### config.mk
export PLATFORM = sky130hd
export DESIGN_NAME = hazard_scoreboard_flat
export DESIGN_NICKNAME = d
export VERILOG_FILES = /design/src/rtl/hazard_scoreboard_if.sv /design/src/rtl/hazard_scoreboard.sv /design/src/flat_wrapper.sv
export SDC_FILE = /design/constraint.sdc
export NUM_CORES = 1
export LEC_CHECK = 0
export CELL_PAD_IN_SITES_DETAIL_PLACEMENT = 1
export CELL_PAD_IN_SITES_GLOBAL_PLACEMENT = 1
export CORE_MARGIN = 2
export CORE_UTILIZATION = 21
export DETAILED_ROUTE_END_ITERATION = 6
export GPL_TIMING_DRIVEN = 0
export PLACE_DENSITY = 0.87
export SYNTH_ARGS = -nofsm -noshare
export SYNTH_HDL_FRONTEND = slang
export SYNTH_SLANG_ARGS = --single-unit
### constraint.sdc
create_clock -name clk -period 2.7 [get_ports clk]
set_input_delay 0.54 -clock clk [delete_from_list [all_inputs] [get_ports clk]]
set_output_delay 0.54 -clock clk [all_outputs]
set_load 0.01 [all_outputs]
### src/rtl/hazard_scoreboard_if.sv
// Consumer-slot bundle for hazard_scoreboard: decoded sources, producer data and resolved operands.
// master drives the consumer side; slave is the scoreboard.
interface hazard_scoreboard_if #(
  parameter int DATA_W  = 32,
  parameter int REG_AW  = 5,
  parameter int NUM_SRC = 2,
  parameter int DEPTH   = 2
);
  localparam int SW = $clog2(DEPTH + 1);

  logic                        cons_valid;
  logic [NUM_SRC*REG_AW-1:0]   cons_src_addr;
  logic [NUM_SRC-1:0]          cons_src_used;
  logic [REG_AW-1:0]           cons_rd;
  logic                        cons_regwrite;
  logic                        cons_is_load;
  logic                        flush;
  logic                        freeze;
  logic [NUM_SRC*DATA_W-1:0]   rf_data;
  logic [DEPTH*DATA_W-1:0]     stage_data;
  logic                        issue;
  logic                        stall;
  logic [NUM_SRC*SW-1:0]       fwd_sel;
  logic [NUM_SRC*DATA_W-1:0]   src_data;
  logic [SW-1:0]               occupancy;
  logic [31:0]                 stall_cnt;
  logic [31:0]                 fwd_cnt;

  modport master (
    output cons_valid, cons_src_addr, cons_src_used, cons_rd, cons_regwrite, cons_is_load,
    output flush, freeze, rf_data, stage_data,
    input  issue, stall, fwd_sel, src_data, occupancy, stall_cnt, fwd_cnt
  );

  modport slave (
    input  cons_valid, cons_src_addr, cons_src_used, cons_rd, cons_regwrite, cons_is_load,
    input  flush, freeze, rf_data, stage_data,
    output issue, stall, fwd_sel, src_data, occupancy, stall_cnt, fwd_cnt
  );
endinterface

### src/rtl/hazard_scoreboard.sv
// Parametrised forwarding / load-use hazard scoreboard tracking DEPTH in-flight writers.
// Optional perf counters are built only when HAZ_PERF_CNT_EN is defined.
module hazard_scoreboard #(
  parameter int DATA_W     = 32,
  parameter int REG_AW     = 5,
  parameter int NUM_SRC    = 2,
  parameter int DEPTH      = 2,
  parameter int ALU_STAGE  = 1,
  parameter int LOAD_STAGE = 2
) (
  input  logic          clk,
  input  logic          rst_n,
  hazard_scoreboard_if.slave bus
);
  localparam int SW = $clog2(DEPTH + 1);

  logic [DEPTH:1]            v_r;
  logic [DEPTH:1]            ld_r;
  logic [REG_AW-1:0]         rd_r [1:DEPTH];
  logic [DEPTH:1]            ready_s;
  logic [NUM_SRC-1:0]        haz_s;
  logic [NUM_SRC*SW-1:0]     fwd_sel_s;
  logic [NUM_SRC*DATA_W-1:0] src_data_s;
  logic                      stall_s;
  logic                      issue_s;
  logic [SW-1:0]             occ_s;

  // Per-stage readiness: loads become forwardable later than ALU results
  always_comb begin
    ready_s = '0;
    for (int k = 1; k <= DEPTH; k++) begin
      ready_s[k] = ld_r[k] ? (k >= LOAD_STAGE) : (k >= ALU_STAGE);
    end
  end

  // Operand resolution: youngest matching producer wins, stall if it is not ready
  always_comb begin : resolve
    logic [REG_AW-1:0] addr_v;
    logic              use_v;
    logic              found_v;
    logic              hit_v;
    haz_s      = '0;
    fwd_sel_s  = '0;
    src_data_s = '0;
    addr_v     = '0;
    use_v      = 1'b0;
    found_v    = 1'b0;
    hit_v      = 1'b0;
    for (int i = 0; i < NUM_SRC; i++) begin
      addr_v  = bus.cons_src_addr[i*REG_AW +: REG_AW];
      use_v   = bus.cons_src_used[i] && (addr_v != '0);
      found_v = 1'b0;
      src_data_s[i*DATA_W +: DATA_W] = (addr_v == '0) ? '0 : bus.rf_data[i*DATA_W +: DATA_W];
      for (int k = 1; k <= DEPTH; k++) begin
        hit_v    = use_v && !found_v && v_r[k] && (rd_r[k] == addr_v);
        found_v  = found_v | hit_v;
        haz_s[i] = haz_s[i] | (hit_v & ~ready_s[k]);
        fwd_sel_s[i*SW +: SW] = (hit_v && ready_s[k]) ? SW'(k) : fwd_sel_s[i*SW +: SW];
        src_data_s[i*DATA_W +: DATA_W] = (hit_v && ready_s[k]) ?
            bus.stage_data[(k-1)*DATA_W +: DATA_W] : src_data_s[i*DATA_W +: DATA_W];
      end
    end
  end

  // Issue/stall decision and occupancy popcount
  always_comb begin
    stall_s = bus.cons_valid & (|haz_s) & ~bus.flush & ~bus.freeze;
    issue_s = bus.cons_valid & ~stall_s & ~bus.flush & ~bus.freeze;
    occ_s   = '0;
    for (int k = 1; k <= DEPTH; k++) begin
      occ_s = occ_s + SW'(v_r[k]);
    end
  end

  // Producer pipeline: shifts unless frozen, bubble enters unless the consumer issues
  always_ff @(posedge clk or negedge rst_n) begin
    if (!rst_n) begin
      v_r  <= '0;
      ld_r <= '0;
      for (int k = 1; k <= DEPTH; k++) begin
        rd_r[k] <= '0;
      end
    end else if (!bus.freeze) begin
      for (int k = 2; k <= DEPTH; k++) begin
        v_r[k]  <= v_r[k-1];
        ld_r[k] <= ld_r[k-1];
        rd_r[k] <= rd_r[k-1];
      end
      v_r[1]  <= issue_s & bus.cons_regwrite & (bus.cons_rd != '0);
      ld_r[1] <= issue_s & bus.cons_is_load;
      rd_r[1] <= bus.cons_rd;
    end
  end

`ifdef HAZ_PERF_CNT_EN
  logic [31:0] stall_cnt_r;
  logic [31:0] fwd_cnt_r;

  // Saturating stall / forwarded-issue counters
  always_ff @(posedge clk or negedge rst_n) begin
    if (!rst_n) begin
      stall_cnt_r <= 32'd0;
      fwd_cnt_r   <= 32'd0;
    end else begin
      if (stall_s && (stall_cnt_r != 32'hFFFF_FFFF)) begin
        stall_cnt_r <= stall_cnt_r + 32'd1;
      end
      if (issue_s && (|fwd_sel_s) && (fwd_cnt_r != 32'hFFFF_FFFF)) begin
        fwd_cnt_r <= fwd_cnt_r + 32'd1;
      end
    end
  end

  assign bus.stall_cnt = stall_cnt_r;
  assign bus.fwd_cnt   = fwd_cnt_r;
`else
  assign bus.stall_cnt = 32'd0;
  assign bus.fwd_cnt   = 32'd0;
`endif

  assign bus.issue     = issue_s;
  assign bus.stall     = stall_s;
  assign bus.fwd_sel   = fwd_sel_s;
  assign bus.src_data  = src_data_s;
  assign bus.occupancy = occ_s;
endmodule

### src/flat_wrapper.sv
// flat-port wrapper written by rule: the top's interface ports become plain ports
module hazard_scoreboard_flat 
#(
  parameter int DATA_W     = 32,
  parameter int REG_AW     = 5,
  parameter int NUM_SRC    = 2,
  parameter int DEPTH      = 2,
  parameter int ALU_STAGE  = 1,
  parameter int LOAD_STAGE = 2
)
  (clk, rst_n, bus_cons_valid, bus_cons_src_addr, bus_cons_src_used, bus_cons_rd, bus_cons_regwrite, bus_cons_is_load, bus_flush, bus_freeze, bus_rf_data, bus_stage_data, bus_issue, bus_stall, bus_fwd_sel, bus_src_data, bus_occupancy, bus_stall_cnt, bus_fwd_cnt);
  hazard_scoreboard_if #(.DATA_W(DATA_W), .REG_AW(REG_AW), .NUM_SRC(NUM_SRC), .DEPTH(DEPTH)) bus_i ();
  input  logic clk;
  input  logic rst_n;
  input wire logic [$bits(bus_i.cons_valid)-1:0] bus_cons_valid;
  input wire logic [$bits(bus_i.cons_src_addr)-1:0] bus_cons_src_addr;
  input wire logic [$bits(bus_i.cons_src_used)-1:0] bus_cons_src_used;
  input wire logic [$bits(bus_i.cons_rd)-1:0] bus_cons_rd;
  input wire logic [$bits(bus_i.cons_regwrite)-1:0] bus_cons_regwrite;
  input wire logic [$bits(bus_i.cons_is_load)-1:0] bus_cons_is_load;
  input wire logic [$bits(bus_i.flush)-1:0] bus_flush;
  input wire logic [$bits(bus_i.freeze)-1:0] bus_freeze;
  input wire logic [$bits(bus_i.rf_data)-1:0] bus_rf_data;
  input wire logic [$bits(bus_i.stage_data)-1:0] bus_stage_data;
  output wire logic [$bits(bus_i.issue)-1:0] bus_issue;
  output wire logic [$bits(bus_i.stall)-1:0] bus_stall;
  output wire logic [$bits(bus_i.fwd_sel)-1:0] bus_fwd_sel;
  output wire logic [$bits(bus_i.src_data)-1:0] bus_src_data;
  output wire logic [$bits(bus_i.occupancy)-1:0] bus_occupancy;
  output wire logic [$bits(bus_i.stall_cnt)-1:0] bus_stall_cnt;
  output wire logic [$bits(bus_i.fwd_cnt)-1:0] bus_fwd_cnt;
  assign bus_i.cons_valid = bus_cons_valid;
  assign bus_i.cons_src_addr = bus_cons_src_addr;
  assign bus_i.cons_src_used = bus_cons_src_used;
  assign bus_i.cons_rd = bus_cons_rd;
  assign bus_i.cons_regwrite = bus_cons_regwrite;
  assign bus_i.cons_is_load = bus_cons_is_load;
  assign bus_i.flush = bus_flush;
  assign bus_i.freeze = bus_freeze;
  assign bus_i.rf_data = bus_rf_data;
  assign bus_i.stage_data = bus_stage_data;
  assign bus_issue = bus_i.issue;
  assign bus_stall = bus_i.stall;
  assign bus_fwd_sel = bus_i.fwd_sel;
  assign bus_src_data = bus_i.src_data;
  assign bus_occupancy = bus_i.occupancy;
  assign bus_stall_cnt = bus_i.stall_cnt;
  assign bus_fwd_cnt = bus_i.fwd_cnt;
  hazard_scoreboard #(.DATA_W(DATA_W), .REG_AW(REG_AW), .NUM_SRC(NUM_SRC), .DEPTH(DEPTH), .ALU_STAGE(ALU_STAGE), .LOAD_STAGE(LOAD_STAGE)) u_core (.clk(clk), .rst_n(rst_n), .bus(bus_i));
endmodule
==> flow_summary.toml, run 1 <==
[outcome]
outcome = "finished with violations"
violations = "negative setup slack"

[die]
rows = 45
start_util_pct = 21.7
die_w_um = 130
io_pins = 288
design.core.area_um2 = 15300
die_h_um = 130
die_area_um2 = 16800

[drt]
wirelength_um = 21400
via_count = 4869
drtPass1Iterations = 4
drt_iter0_drc = 190
met2_length_um = 11300
wl_met3_um = 1270
wl_met1_um = 8320
avgViaCountPerCell = 4.75
ant_nets = 0
wire_per_inst_um = 20.8
drcViolationCount = 0
top_layer = "met4"

[worst_setup_path]
cp.required_ns = 2.16
start_kind = "input port"
regToRegSetupSlack_ns = 0.78
crit_arrival_ns = 2.31
worstSetupPathType = "in2out"
path_max_fanout = 10
cp-end-kind = "output port"

[clocking]
htree_levels = 1
cts-root-buf = "clkbuf_16"
clkLatencyLatePin_ns = 0.24
path_clk_slew_ns = 0.04
numCtsBuffers = 3
cts_max_path_buffers = 2
cts_tree = "yes"
cts.sinks = 13
hold_buffers = 0

[logic_synthesis]
synth_compound_area_share_pct = 26.4
synth-seq-cells = 13
synth_edf_count = 0
syn_inst = 465
synth_area_leaders = "buf_4 15%, dfrtp_1 9.8%, mux2i_1 9.7%"
synth-xor-area-share_pct = 5.28
synth_top_family_by_area = "compound AO/OA/AOI/OAI gates"
syn_area_um2 = 3320
yosys.area_share.simple_pct = 21.6
synth_top_area_share_pct = 15.2
synth_cell_types = 39
ys_seq_area_share_pct = 9.80
avgSynthCellArea_um2 = 7.14
async_reset_ff_share_pct = 100
muxShareOfSynthArea_pct = 13.4
synth_top_area_cell = "buf_4"
yosysWarnings = 0
synthAdderAreaFrac_pct = 0.377
yosys_most_used_dff = "dfrtp_1"

[global_route]
grt_max_degree = 14
grt_overflow = 0
grt_pass1_vias = 5173
grt_pass1_wl_um = 29200
gr-usage-all-layers_pct = 22.5
antenna_found_initial = 0

[final_layout]
synthToLayoutAreaGrowth_pct = 125
num_antenna_cells = 0
nNetsFinal = 968
drive_gt1_share_pct = 44.7
mostFrequentLayoutCells = "142 x clkdlybuf4s50_1, 96 x buf_4, 68 x buf_2"
mostFrequentLayoutCell = "clkdlybuf4s50_1"

[power_and_ir_drop]
finalPower_mw = 1.45
p_leak_nw = 3.43
powerDensity_nw_per_um2 = 194
ir_worst_vdd_mv = 0.230

[sta]
relSlewSlack_pct = 60.4
fin_tns_setup_ns = -2.55
timing_hold_violations_final = 0
layout_min_cycle_time_ns = 2.85
clock_skew_ns = 0.00245
setup_violations = 40
grt_setup_unrepaired = "yes"
clock.fmax_ghz = 0.351
layout_worst_path_cycle_share_pct = 105
slew_viol_final = 0
setup_ws_ns = -0.145
worst_pin_slew_ns = 0.592

[flow_run]
cap_violations = 0

[placed_design]
io_buffers = 223
dp_slack_ns = -1.15
place_congestion = 0.847
dp.final_hpwl_um = 14800

[worst_hold_path]
hold_class = "reg2reg"
==> area by class of cell <==
| cell class | count | area, um2 |
|---|---|---|
| fillers | 1856 | 7860 |
| well taps | 211 | 264 |
| inverters | 11 | 41.3 |
| repair buffers | 286 | 2640 |
| flip-flops and latches | 13 | 332 |
| plain buffers | 102 | 922 |
| multi-input cells | 398 | 3180 |
| clock buffers | 4 | 78.8 |
==> per-layer routing <==
| layer | vias to the layer above | track usage, % |
|---|---|---|
| met5 | - | 0 |
| met4 | 0 | 5.00 |
| met3 | 33 | 3.24 |
| met2 | 220 | 43.4 |
| met1 | 2352 | 26.1 |
| li1 | 2264 | - |
==> metrics by stage <==
stage	hold WS [ns]	utilization (%)	cells	area, um2
after global placement	0.570	39.5	962	6050
after CTS	0.588	45.6	1013	6980
after global routing	0.612	48.7	1025	7450
after floorplan	0.244	-	528	3550
final	0.592	48.7	1025	7450
after detailed placement	0.579	39.5	962	6050
==> cells by family after synthesis <==
kind of cell               Yosys count
xor gates and xnor gates            20
AOI/OAI and AO/OA                  122
and+or+nand+nor                    148
adders and majority gates            1
other                                1
muxes                               43
DFF                                 13
buffers and inverters              117
==> path summary, 6_finish.rpt <==
path,cells after the start,startpoint,endpoint
hold / removal,1,u_core.rd_r[3]$_DFFE_PN0N_,u_core.rd_r[3]$_DFFE_PN0N_
setup reg to reg,7,u_core.rd_r[9]$_DFFE_PN0N_,u_core.v_r[1]$_DFFE_PN0N_
max in group asynchronous,1,rst_n,u_core.rd_r[3]$_DFFE_PN0N_
min in group asynchronous,1,rst_n,u_core.rd_r[1]$_DFFE_PN0N_
hold reg to reg,1,u_core.rd_r[3]$_DFFE_PN0N_,u_core.rd_r[3]$_DFFE_PN0N_
setup / recovery,9,bus_cons_src_addr[8],bus_src_data[62]
==> worst max-delay path: stages <==
cell	delay [ns]
buf_8	0.10
or4_4	0.54
o21a_4	0.24
nand4_4	0.16
buf_4	0.15
buf_12	0.14
a311oi_2	0.06
a31oi_1	0.21
buf_2	0.17
==> Yosys cell counts (all sizes together) (11+ instances only) <==
library cell,count
clkbuf,21
dfrtp,13
a311oi,22
buf,85
mux2,11
o21ai,12
xor2,17
o2bb2ai,22
inv,11
mux2i,32
nor2,27
nand2,46
nor2b,23
nand3,34
a31oi,32
==> registers in the layout (all words and copies together), names as in the netlist <==
register	cells
u_core.ld_r	1
u_core.rd_r	10
u_core.v_r	2
==> report_power, final <==
| group | internal (mW) | switching [mW] | total [mW] |
|---|---|---|---|
| clock | 0.199 | 0.0819 | 0.281 |
| sequential | 0.219 | 0.0347 | 0.254 |
| combinational | 0.487 | 0.425 | 0.911 |
==> what timing repair did <==
action                                  4_1_cts  5_1_grt
pin swaps                                    47       37
gates resized for setup                     497       90
buffers inserted                             39       15
gates cloned                                  9        5
endpoints found under the setup margin       70       69
No activity file was read; power rests on OpenSTA's default activity.
==> run 2: changes to the inputs <==
--- a/config.mk
+++ b/config.mk
@@ -5,13 +5,15 @@
 export SDC_FILE = /design/constraint.sdc
 export NUM_CORES = 1
 export LEC_CHECK = 0
+export ABC_AREA = 1
 export CELL_PAD_IN_SITES_DETAIL_PLACEMENT = 1
 export CELL_PAD_IN_SITES_GLOBAL_PLACEMENT = 1
 export CORE_MARGIN = 2
 export CORE_UTILIZATION = 21
 export DETAILED_ROUTE_END_ITERATION = 6
+export GPL_ROUTABILITY_DRIVEN = 0
 export GPL_TIMING_DRIVEN = 0
-export PLACE_DENSITY = 0.87
+export PLACE_DENSITY = 0.88
 export SYNTH_ARGS = -nofsm -noshare
 export SYNTH_HDL_FRONTEND = slang
 export SYNTH_SLANG_ARGS = --single-unit
==> run 2 against run 1 <==
Compared with the run above:
- the run now ends clean
- setup slack better by 0.23 ns
- clock skew shrank 0.0020 ns
- maximum frequency up 8.8%
- largest cell class unchanged
- flip-flop and latch count is the same
- clock power barely moved
- power grew 0.39%
- combinational power up 2.5%
- register-to-register slack better by 0.29 ns
- cell count is 28% higher
- die area grew 14%
- core utilization decreased by 7.7 points
- sequential share of layout area grew 0.067 points
==> flow_summary.toml, run 2 <==
[final_layout]
fin_cells = 1313
largest_reg_flops = 10
nNetsFinal = 1238
largest-register = "u_core.rd_r"
drive_gt1_share_pct = 29.7
mostFrequentLayoutCells = "296 x nand2_1, 141 x clkdlybuf4s50_1, 107 x buf_4"
mostFrequentLayoutCell = "nand2_1"
synthToLayoutAreaGrowth_pct = 93.4
reg.largest.list = "u_core.rd_r: 10 flops, u_core.v_r: 2 flops, u_core.ld_r: 1 flops"
num_antenna_cells = 0

[global_route]
grt_pass1_vias = 6091
grt_use_met2_pct = 38.7
gr-usage-met3_pct = 2.25
grt_pass1_wl_um = 32200
grt_overflow = 0
grt_max_degree = 14
antenna_found_initial = 0
gr-usage-all-layers_pct = 20.5
grt-busiest-layer = "met2"
met1_usage_pct = 25.0

[sta]
timing_hold_violations_final = 0
layout_worst_path_cycle_share_pct = 96.8
setup_violations = 0
relSlewSlack_pct = 60.0
clock.fmax_ghz = 0.382
clock_skew_ns = 0.000476
slew_viol_final = 0
layout_min_cycle_time_ns = 2.61
worst_pin_slew_ns = 0.599
hold_slack_ns = 0.503

[worst_setup_path]
max_stage_delay_ns = 0.26
path_max_fanout = 10
critical_path.top_delay_family = "buffers and inverters"
cp_cell_sequence = "clkdlybuf4s15_2, nor2_1, nand3_2, nand2_2, nor2_4, nand3_4, buf_12, buf_6, nand2_1, nand3_1, nand2_1, clkdlybuf4s15_1"
critPathMostFrequentCell = "nand2_1"
cp.depth = 12
cp.buffers_inverters = 4
worstSetupPathType = "in2out"
cp.required_ns = 2.16
crit_arrival_ns = 2.07
critical-path-slowest-cell = "clkdlybuf4s15_2"
start_kind = "input port"
cp-end-kind = "output port"
reg2reg_depth = 12

[logic_synthesis]
yosys_most_used_dff = "dfrtp_1"
synth_area_leaders = "nand2_1 33%, buf_4 13%, nand4_1 11%"
synth_top_area_cell = "nand2_1"
syn_area_um2 = 3780
synth-seq-cells = 13
ys_seq_area_share_pct = 8.60
syn_inst = 741
async_reset_ff_share_pct = 100
synth_common_cells = "332 x nand2_1, 78 x nand3_1, 65 x buf_4, 65 x nand4_1, 62 x inv_1"
synth_top_area_share_pct = 32.9
synth.most_common_cell = "nand2_1"
avgSynthCellArea_um2 = 5.11
synth_cell_types = 27
yosysWarnings = 0
synth_edf_count = 0

[flow_run]
cap_violations = 0

[power_and_ir_drop]
switching_share_pct = 39.5
combPwrFrac_pct = 64.3
powerDensity_nw_per_um2 = 198
pwr-share-clk_pct = 19.2
ir_worst_vdd_mv = 0.268
p_int_mw = 0.878
sequentialPowerShare_pct = 16.5
p_leak_nw = 4.06
power_switching_mw = 0.573

[die]
die_w_um = 138
design.core.area_um2 = 17800
io_pins = 288
rows = 49
start_util_pct = 21.2
die_area_um2 = 19100
die_h_um = 138

[clocking]
cts_tree = "yes"
htree_levels = 1
cts-root-buf = "clkbuf_16"
path_clk_slew_ns = 0.04
cts.sinks = 13
cts_max_path_buffers = 2
numCtsBuffers = 3
clkLatencyLatePin_ns = 0.24

[placed_design]
dp.final_hpwl_um = 16200
io_buffers = 223
place_inst = 1256

[drt]
drtPass1Iterations = 5
avgViaCountPerCell = 4.53
drt_iter0_drc = 240
wire_per_inst_um = 16.1
drcViolationCount = 0
via_count = 5944
wirelength_um = 21200
ant_nets = 0

[outcome]
outcome = "completed"

[worst_hold_path]
hold_class = "reg2reg"
worstHoldPathCells = 2
## run 2: per-stage QoR
stage | setup WS, ns | TNS (ns) | area (um2) | utilization, % | power (mW)
final | 0.0853 | 0 | 7320 | 41.0 | 1.45
after floorplan | 0.670 | 0 | 4020 | - | 0.661
after global placement | -0.967 | -59.21 | 6540 | 36.7 | 1.12
after global routing | -0.0166 | -0.153 | 7320 | 41.0 | 1.56
after detailed placement | -0.955 | -60.26 | 6540 | 36.7 | 1.14
after CTS | -0.0293 | -0.0513 | 7020 | 39.4 | 1.41
## run 2: cell type report
class                           instances  area (um2)
Buffer                                107         850
Clock buffer                            4        78.8
Fill cell                            2400       10500
Inverter                               72         278
Multi-Input combinational cell        609        2960
Sequential cell                        13         330
Tap cell                              229         287
Timing Repair Buffer                  279        2530
## run 2: path summary, 6_finish.rpt
| path | startpoint | endpoint | slack [ns] |
|---|---|---|---|
| max reg2reg | u_core.rd_r[9]$_DFFE_PN0N_ | u_core.ld_r[1]$_DFFE_PN0N_ | 1.07 |
| min reg2reg | u_core.ld_r[1]$_DFFE_PN0N_ | u_core.ld_r[1]$_DFFE_PN0N_ | 0.50 |
| max in group asynchronous | rst_n | u_core.v_r[1]$_DFFE_PN0N_ | 1.59 |
| min in group asynchronous | rst_n | u_core.rd_r[3]$_DFFE_PN0N_ | 0.68 |
| max | bus_cons_src_addr[2] | bus_src_data[23] | 0.09 |
| min | u_core.ld_r[1]$_DFFE_PN0N_ | u_core.ld_r[1]$_DFFE_PN0N_ | 0.50 |
## run 2: cell families after synthesis
logic type      share of synthesized area (%)
simple gates                             61.0
buf+inv                                  26.5
compound gates                           2.71
flops                                    8.60
xor+xnor                                0.695
fa+ha+maj                               0.331
other cells                            0.0991
## run 2: power by group through the flow
stage               clock [mW]  sequential [mW]  combinational [mW]
detailed placement           0            0.241               0.897
CTS                      0.287            0.237               0.886
global route             0.297            0.242                1.02
floorplan                    0            0.232               0.429
global placement             0            0.240               0.883
finish                   0.278            0.239               0.934
## run 2: tightest hold or removal path, cell delays in order, from the launching register on
cell and delay, ns:
dfrtp_1 0.35, nand2_1 0.06, nand2_1 0.06
## run 2: routing by layer
layer	part of all wire, %	up-vias	wire length, um
met2	51	201	10800
met1	42	2791	8890
met5	0	-	0
met3	5.0	28	1060
met4	1.8	0	372
li1	-	2924	-
## run 2: what timing repair did
action	CTS	global route
cloned	6	3
hold buffers	0	0
setup buffers	40	9
resized for setup	326	112
pin swaps	23	38
endpoints found under the setup margin	70	67
==> run 3: changes to the inputs <==
--- a/config.mk
+++ b/config.mk
@@ -6,10 +6,13 @@
 export NUM_CORES = 1
 export LEC_CHECK = 0
 export ABC_AREA = 1
+export CAP_MARGIN = 20
 export CELL_PAD_IN_SITES_DETAIL_PLACEMENT = 1
 export CELL_PAD_IN_SITES_GLOBAL_PLACEMENT = 1
+export CORE_ASPECT_RATIO = 0.5
 export CORE_MARGIN = 2
 export CORE_UTILIZATION = 21
+export CTS_CLUSTER_SIZE = 12
 export DETAILED_ROUTE_END_ITERATION = 6
 export GPL_ROUTABILITY_DRIVEN = 0
 export GPL_TIMING_DRIVEN = 0
==> run 3 against run 2 <==
Compared with the run above:
- the flow now finishes with violations (negative setup slack)
- non-clock buffer count decreased by 8
- worst hold slack got worse by 0.019 ns
- register-to-register slack got worse by 0.22 ns
- clock skew up 0.0027 ns
- via count up 8.1%
- largest power group unchanged
- highest routed layer unchanged
==> flow_summary.toml, run 3 (synthesis gave the netlist of run 2 again) <==
[die]
start_util_pct = 21.6
io_pins = 288
design.core.area_um2 = 17500
die_h_um = 98.9
die_w_um = 194
die_area_um2 = 19200
rows = 34

[global_route]
gr-usage-all-layers_pct = 21.5
grt_max_degree = 14
grt_pass1_vias = 6252
grt_overflow = 0
antenna_found_initial = 0
grt_pass1_wl_um = 33100

[final_layout]
largest-register = "u_core.rd_r"
reg.largest.list = "u_core.rd_r: 10 flops, u_core.v_r: 2 flops, u_core.ld_r: 1 flops"
finish.instance_area_um2 = 7140
multi_input_area_um2 = 2920
mostFrequentLayoutCells = "312 x nand2_1, 141 x clkdlybuf4s50_1, 110 x buf_4"
drive_gt1_share_pct = 27.2
nNetsFinal = 1230
fillers = 2343
mostFrequentLayoutCell = "nand2_1"
num_antenna_cells = 0
largest_reg_flops = 10
synthToLayoutAreaGrowth_pct = 88.7
regArea_um2 = 334

[clocking]
cts.sinks = 13
hold_buffers = 0
cts_tree = "yes"
cts_max_path_buffers = 2
htree_levels = 1
clkLatencyLatePin_ns = 0.24
numCtsBuffers = 3
cts-root-buf = "clkbuf_16"
path_clk_slew_ns = 0.04

[drt]
ant_nets = 0
via_count = 6425
avgViaCountPerCell = 4.90
drtPass1Iterations = 6
drt_iter0_drc = 304
drcViolationCount = 0
wire_per_inst_um = 19.3
wirelength_um = 25200

[worst_setup_path]
cp-end-kind = "output port"
max_stage_delay_ns = 0.24
worstSetupPathType = "in2out"
reg2reg_from = "u_core.v_r[1]$_DFFE_PN0N_"
path_max_fanout = 10
crit_arrival_ns = 2.35
cp_cell_sequence = "buf_2, inv_2, nand2_2, nand2_1, nor2_1, nand2_2, nor2_4, nand3_4, buf_6, nand2_1, nand3_1, nand2_1, clkdlybuf4s15_1"
crit_path_start = "bus_cons_src_addr[0]"
critPathMostFrequentCell = "nand2_1"
start_kind = "input port"
critical-path-slowest-cell = "clkdlybuf4s15_1"
cp.required_ns = 2.16

[placed_design]
dp_slack_ns = -0.865
dp.final_hpwl_um = 17000
io_buffers = 223
placedInstanceArea_um2 = 6550

[power_and_ir_drop]
powerDensity_nw_per_um2 = 213
ir_worst_vdd_mv = 0.117
p_leak_nw = 3.96

[outcome]
outcome = "finished with violations"
violations = "negative setup slack"

[sta]
relSlewSlack_pct = 61.8
slew_viol_final = 0
setup_ws_ns = -0.195
layout_worst_path_cycle_share_pct = 107
grt_setup_unrepaired = "yes"
timing_hold_violations_final = 0
clock_skew_ns = 0.00320
layout_min_cycle_time_ns = 2.89
setup_violations = 40
worst_pin_slew_ns = 0.571
clock.fmax_ghz = 0.345

[worst_hold_path]
hp-start = "u_core.ld_r[1]$_DFFE_PN0N_"
hold_class = "reg2reg"

[flow_run]
cap_violations = 0
## run 3: cell count changes in the layout (fill, tap and decap cells not counted), moves of 5 or more
cell           before  now
dlygate4sd2_1       8   20
buf_6              30   24
nor2_1             21   15
inv_1              59   53
nand2_1           296  312
inv_2              11   16
nand2_2            36   20
clkbuf_2           21   33
nand3_1            57   67
nand3_2            22   12
buf_2              47   24
## run 3: metrics by stage
stage                     power (mW)  util [%]  hold slack (ns)  instances  TNS (ns)
final                           1.52      40.7            0.484       1310     -3.20
after global placement          1.12      37.3            0.470       1261    -51.59
after detailed placement        1.14      37.3            0.477       1261    -53.21
after floorplan                0.661         -            0.244        804         0
after CTS                       1.42      39.8            0.487       1297   -0.0273
after global routing            1.60      40.7            0.511       1310     -6.90
## run 3: timing repair
| item | 4_1_cts | 5_1_grt |
|---|---|---|
| resized for setup | 218 | 147 |
| endpoints found under the setup margin | 70 | 66 |
| pin swaps | 22 | 22 |
| cloned | 3 | 3 |
| buffers inserted | 32 | 11 |
## run 3: report_power, final
group / internal [mW] / switching [mW] / total [mW]
clock network: 0.197 / 0.0818 / 0.279
registers: 0.215 / 0.0306 / 0.246
logic: 0.467 / 0.532 / 0.998
total: 0.879 / 0.644 / 1.52
## run 3: final timing paths
check | depth (start not counted) | slack, ns | end
hold / removal | 2 | 0.48 | u_core.ld_r[1]$_DFFE_PN0N_
setup reg to reg | 9 | 0.85 | u_core.ld_r[1]$_DFFE_PN0N_
hold reg to reg | 2 | 0.48 | u_core.ld_r[1]$_DFFE_PN0N_
setup / recovery | 13 | -0.19 | bus_src_data[18]
max in group asynchronous | 1 | 1.62 | u_core.rd_r[2]$_DFFE_PN0N_
min in group asynchronous | 1 | 0.67 | u_core.v_r[1]$_DFFE_PN0N_
## run 3: final cells by class
type	count	share of cell area, %
multi-input combinational	609	40.9
timing repair buffer	272	33.7
buffer	106	11.6
sequential	13	4.68
tap	234	4.10
inverter	72	3.89
clock buffer	3	1.05
clock inverter	1	0.0701
## run 3: critical path: cells and delay by family
family                 cells  cell delay, ns
buffers and inverters      4            0.67
and+or+nand+nor            9            1.12
## run 3: routing by layer
layer	share of wire (%)	vias to the layer above	track usage [%]
met4	7.7	0	10.6
met3	6.2	147	2.22
met2	49	390	41.2
met1	37	2989	24.2
li1	-	2899	-
met5	0	-	0
